## src/rtl/hamming74_pkg.sv

```systemverilog
// ============================================================================
// hamming74_pkg : Hamming(7,4) shared constants, FSM state type and helpers
// Rev 1.0
// ============================================================================
`default_nettype none

package hamming74_pkg;

  localparam int CW_WIDTH = 7;

  // Codeword positions (1-based); bit (POS-1) of a codeword vector
  localparam int POS_P1 = 1;
  localparam int POS_P2 = 2;
  localparam int POS_D1 = 3;
  localparam int POS_P3 = 4;
  localparam int POS_D2 = 5;
  localparam int POS_D3 = 6;
  localparam int POS_D4 = 7;

  localparam logic [2:0] LAST_IDX = 3'd6;

  typedef enum logic [0:0] {
    ST_IDLE = 1'b0,
    ST_SEND = 1'b1
  } tx_state_e;

  function automatic logic [CW_WIDTH-1:0] hamming74_encode(input logic [3:0] d);
    logic [CW_WIDTH-1:0] cw;
    cw             = '0;
    cw[POS_P1-1]   = d[0] ^ d[1] ^ d[3];
    cw[POS_P2-1]   = d[0] ^ d[2] ^ d[3];
    cw[POS_D1-1]   = d[0];
    cw[POS_P3-1]   = d[1] ^ d[2] ^ d[3];
    cw[POS_D2-1]   = d[1];
    cw[POS_D3-1]   = d[2];
    cw[POS_D4-1]   = d[3];
    return cw;
  endfunction

  // Decoder side: syndrome equals the 1-based position of a single-bit error
  function automatic logic [2:0] hamming74_syndrome(input logic [CW_WIDTH-1:0] cw);
    logic [2:0] s;
    s[0] = cw[0] ^ cw[2] ^ cw[4] ^ cw[6];
    s[1] = cw[1] ^ cw[2] ^ cw[5] ^ cw[6];
    s[2] = cw[3] ^ cw[4] ^ cw[5] ^ cw[6];
    return s;
  endfunction

  function automatic logic [CW_WIDTH-1:0] hamming74_err_mask(input logic [2:0] pos);
    logic [CW_WIDTH-1:0] m;
    m = '0;
    if (pos != 3'd0) m[pos - 3'd1] = 1'b1;
    return m;
  endfunction

endpackage

`default_nettype wire

```

## src/rtl/hamming74_enc_core.sv

```systemverilog
// ============================================================================
// hamming74_enc_core : combinational nibble -> 7-bit Hamming codeword
// Rev 1.0
// ============================================================================
`default_nettype none

module hamming74_enc_core
  import hamming74_pkg::*;
(
  input  logic [3:0]          data,
  output logic [CW_WIDTH-1:0] codeword
);

  assign codeword = hamming74_encode(data);

endmodule

`default_nettype wire

```

## src/rtl/hamming_encoder_74_tx.sv

```systemverilog
// ============================================================================
// hamming_encoder_74_tx : serial Hamming(7,4) transmitter, position 1 first.
// Optional error injection via macro HAMMING_ENC_ERR_INJECT_EN.  Rev 1.0
// ============================================================================
`default_nettype none

module hamming_encoder_74_tx
  import hamming74_pkg::*;
(
  input  logic       clk,
  input  logic       rst_n,
  input  logic       ena,
  input  logic [3:0] data_in,
  input  logic       in_valid,
`ifdef HAMMING_ENC_ERR_INJECT_EN
  input  logic [2:0] err_pos,
`endif
  output logic       in_ready,
  output logic       tx_bit,
  output logic       tx_active,
  output logic       frame_start,
  output logic [2:0] bit_idx
);

  tx_state_e           state_q, state_d;
  logic [2:0]          bit_idx_q, bit_idx_d;
  logic [CW_WIDTH-1:0] cw_q, cw_d;
  logic [CW_WIDTH-1:0] enc_cw;
  logic [CW_WIDTH-1:0] err_mask;
  logic                last_bit;
  logic                accept;

  hamming74_enc_core u_core (
    .data     (data_in),
    .codeword (enc_cw)
  );

`ifdef HAMMING_ENC_ERR_INJECT_EN
  assign err_mask = hamming74_err_mask(err_pos);
`else
  assign err_mask = '0;
`endif

  always_ff @(posedge clk or negedge rst_n) begin
    if (!rst_n) begin
      state_q   <= ST_IDLE;
      bit_idx_q <= '0;
      cw_q      <= '0;
    end else begin
      state_q   <= state_d;
      bit_idx_q <= bit_idx_d;
      cw_q      <= cw_d;
    end
  end

  always_comb begin
    state_d   = state_q;
    bit_idx_d = bit_idx_q;
    cw_d      = cw_q;
    last_bit  = (state_q == ST_SEND) && (bit_idx_q == LAST_IDX);
    // rst_n gates in_ready so it drops the instant reset asserts
    in_ready  = rst_n && ena && ((state_q == ST_IDLE) || last_bit);
    accept    = in_valid && in_ready;

    if (ena) begin
      if (accept) begin
        state_d   = ST_SEND;
        bit_idx_d = '0;
        cw_d      = enc_cw ^ err_mask;
      end else if (state_q == ST_SEND) begin
        if (last_bit) begin
          state_d   = ST_IDLE;
          bit_idx_d = '0;
          cw_d      = '0;
        end else begin
          bit_idx_d = bit_idx_q + 3'd1;
        end
      end
    end
  end

  assign tx_active   = (state_q == ST_SEND);
  assign tx_bit      = tx_active && cw_q[bit_idx_q];
  assign bit_idx     = bit_idx_q;
  assign frame_start = tx_active && (bit_idx_q == 3'd0);

endmodule

`default_nettype wire

```

## config.mk

```make
export PLATFORM = sky130hd
export DESIGN_NAME = hamming_encoder_74_tx
export DESIGN_NICKNAME = d
export VERILOG_FILES = /design/src/rtl/hamming74_pkg.sv /design/src/rtl/hamming74_enc_core.sv /design/src/rtl/hamming_encoder_74_tx.sv
export SDC_FILE = /design/constraint.sdc
export NUM_CORES = 1
export LEC_CHECK = 0
export ABC_AREA = 1
export ABC_CLOCK_PERIOD_IN_PS = 3200
export BUFFER_PORTS_ARGS = -buffer_cell sky130_fd_sc_hd__buf_4
export CORE_MARGIN = 2
export CORE_UTILIZATION = 42
export DETAILED_ROUTE_END_ITERATION = 6
export SYNTH_ARGS = -nofsm -noshare
export SYNTH_HDL_FRONTEND = slang
export SYNTH_SLANG_ARGS = --single-unit
```

## constraint.sdc

```tcl
create_clock -name clk -period 3.2 [get_ports clk]
set_input_delay 0 -clock clk [delete_from_list [all_inputs] [get_ports clk]]
set_output_delay 0 -clock clk [all_outputs]
set_load 0.005 [all_outputs]
```

==> metrics.txt <==
Die Ht approximately 45 um; adder-cell share of the synthesized area 0.05236; vias in the first global route slightly below 700; dpl hpwl between 1 and 1.5 mm; Critical Path, Cell by Cell inv_1 > ha_1 > nand2_1 > nand2_2 > nand3_4 > nand2_2 > nand2_2 > nand2_1 > nand2_1; crit path kind flop to flop; CTS tree built; Yosys reg bits 11; Final min period around 1.5 ns; Area contributors post-synth dfrtp_1 38%, nand2_1 23%, inv_1 7.3%; DR pass1 iterations 4; DRC viols 0; Achievable Freq ~650 MHz; Mapped Nets approximately 120; initial core utilization 0.4599; initial antenna violation count 0; clock slew at reported path FFs about 0.08 ns; Worst EP required approximately 3.4 ns; Mapped Avg Cell Area roughly 6.8 um2; hold endpoint bit_idx[0]$_DFFE_PN0P_; Worst R2R Setup Slack between 1.5 and 2 ns; share of cells above drive strength 1 0.1953; die width 45.32 um; Vias approximately 710; commonest non-fill, non-tap cells in the layout 43 x nand2_1, 14 x inv_1, 14 x buf_4; post-synth cell types 15; Netlist Area Pre-Place a little over 700 um2; crit path capture type flop; Slew Limit Fails 0; simple-gate share of the synthesized area 0.4171; GRT overflow 0; pwr dens 776.8 nW/um2; Worst Reg-to-Reg Cells 9; fin util 0.5859; H-tree depth 1; largest family of logic cells by synthesized area simple AND/OR/NAND/NOR gates; post-synthesis mux area share 0; top-level I/O count 15; Final ANT Viol Nets 0; Final period util 0.4806; grt met2 use 0.3114; Final Cell Area 913.4 um2; cell count after placement between 100 and 150; xor and xnor area share after synthesis 0.01222; Peak VDD IR between 0.0004 and 0.0005 V; final setup TNS 0 ns; P&R area growth vs syn 27.40%; IO Port Bufs 14; most common cell after layout, fill and taps aside nand2_1; Worst path slowest cell dfrtp_1; Critical R2R Capture cw_q[5]$_DFFE_PN0P_; largest net degree at the start of global routing 14; Core ar. roughly 1600 um2; outcome finished clean; post-synth top area share 0.3839; CTS root buffer clkbuf_4; leading area contributor after synthesis dfrtp_1; Clock Sinks 11; ant diodes 0; worst slew pin tran 0.3075 ns; post-CTS sizing 0; Initial DRC Count 25; complex-gate fraction of the synthesized area 0.04363; non-filler cells, final around 140; total wire length 1.608 mm; CTS max path bufs 2; floorplan row count 14; Critical path buffers and inverters 1; CP max FO 7; met1 Use GR 0.2793; CTS buffer count 3; Max stage delay on crit path approximately 0.45 ns; Top delay family on crit path simple AND/OR/NAND/NOR gates; Hold Path Class primary input to flop; RR Startpoint bit_idx[0]$_DFFE_PN0P_; Routed wire per std cell 11.17 um; register area share after synthesis 0.3839; GRT Total Usage 0.2007; Vias/cell between 4 and 5; Leak Pwr 0.0005374 uW; RSZ-0062 raised after global routing false; nets@finish 140; gr busiest metal met2; YS warnings 0; CP Launch Type flop; relative slew slack 0.7950; Clk Latency, worst-skew pair about 0.27 ns; Area after DPL 837.1 um2; Critical Path AT 1.69 ns; clock skew between 0.01 and 0.015 ns; cells after synthesis about 110; Pwr Total just over 700 uW; Die Area just over 2000 um2; GP Congestion between 0.7 and 0.8; M3 GR Usage 0.04800; Hold Vio Cnt, Final 0; global-route wire length before repair a little under 3 mm; # setup viols final 0; Hold Path Depth 3; Max Cap Viol 0; HP Start ena
## logic make-up after synthesis
family	after synthesis
compound gates	6
xor+xnor	1
fa+ha+maj	3
buf+inv	17
flops	11
simple gates	68
## power by group
part / internal [uW] / switching, uW
clock: 48.2 / 45.7
combinational: 159 / 179
sequential: 205 / 73.0
total: 412 / 298
## layout make-up
cell class | count | area, um2
timing repair buffer | 19 | 155.1
tap | 16 | 20.02
fill | 165 | 645.6
clock buffer | 4 | 26.28
sequential | 11 | 275.3
multi-input combinational | 78 | 376.6
inverter | 16 | 60.06
## sequential cells by signal, indices dropped and copies added (netlist names)
name and count:
tx_active 1, bit_idx 3, cw_q 7
## metal layers
layer,wire (um),share of wire
met5,0,0
met4,11,0.0068
met3,56,0.035
met2,747,0.46
met1,793,0.49
## worst max path at each step
| stage | startpoint | end | depth (start not counted) | slack (ns) |
|---|---|---|---|---|
| 6_report | bit_idx[0]$_DFFE_PN0P_ | cw_q[5]$_DFFE_PN0P_ | 9 | 1.66 |
| 5_1_grt | bit_idx[0]$_DFFE_PN0P_ | cw_q[1]$_DFFE_PN0P_ | 9 | 1.50 |
| 4_1_cts | bit_idx[0]$_DFFE_PN0P_ | cw_q[5]$_DFFE_PN0P_ | 9 | 1.66 |
| 3_5_place_dp | bit_idx[0]$_DFFE_PN0P_ | cw_q[5]$_DFFE_PN0P_ | 9 | 1.69 |
| 3_3_place_gp | bit_idx[0]$_DFFE_PN0P_ | cw_q[0]$_DFFE_PN0P_ | 9 | 1.73 |
| 2_1_floorplan | bit_idx[0]$_DFFE_PN0P_ | cw_q[1]$_DFFE_PN0P_ | 9 | 1.84 |
## synth_stat cells (all sizes together)
library cell,instances
or2,2
nand4,3
a31oi,1
buf,1
nor2,8
nand3,9
o21ai,5
inv,16
xnor2,1
dfrtp,11
ha,3
nand2,46
## per-stage QoR
stage | setup slack (ns) | hold slack (ns)
floorplan | 1.838 | -0.2956
global placement | 1.730 | -0.1509
detailed placement | 1.689 | -0.1494
CTS | 1.660 | 0.02808
global route | 1.502 | 0.04017
finish | 1.662 | 0.03148
## what timing repair did
item / in CTS / in global routing
hold endpoints to repair: 15 / 0
setup endpoints to repair: 0 / 0
hold buffers: 5 / 0
setup buffers: 0 / 0
## tightest hold or removal path, delay by kind of cell
family | cells | cell delay (ns)
buffers and inverters | 1 | 0.14
and+or+nand+nor | 2 | 0.13
No activity file was read; power rests on OpenSTA's default activity.
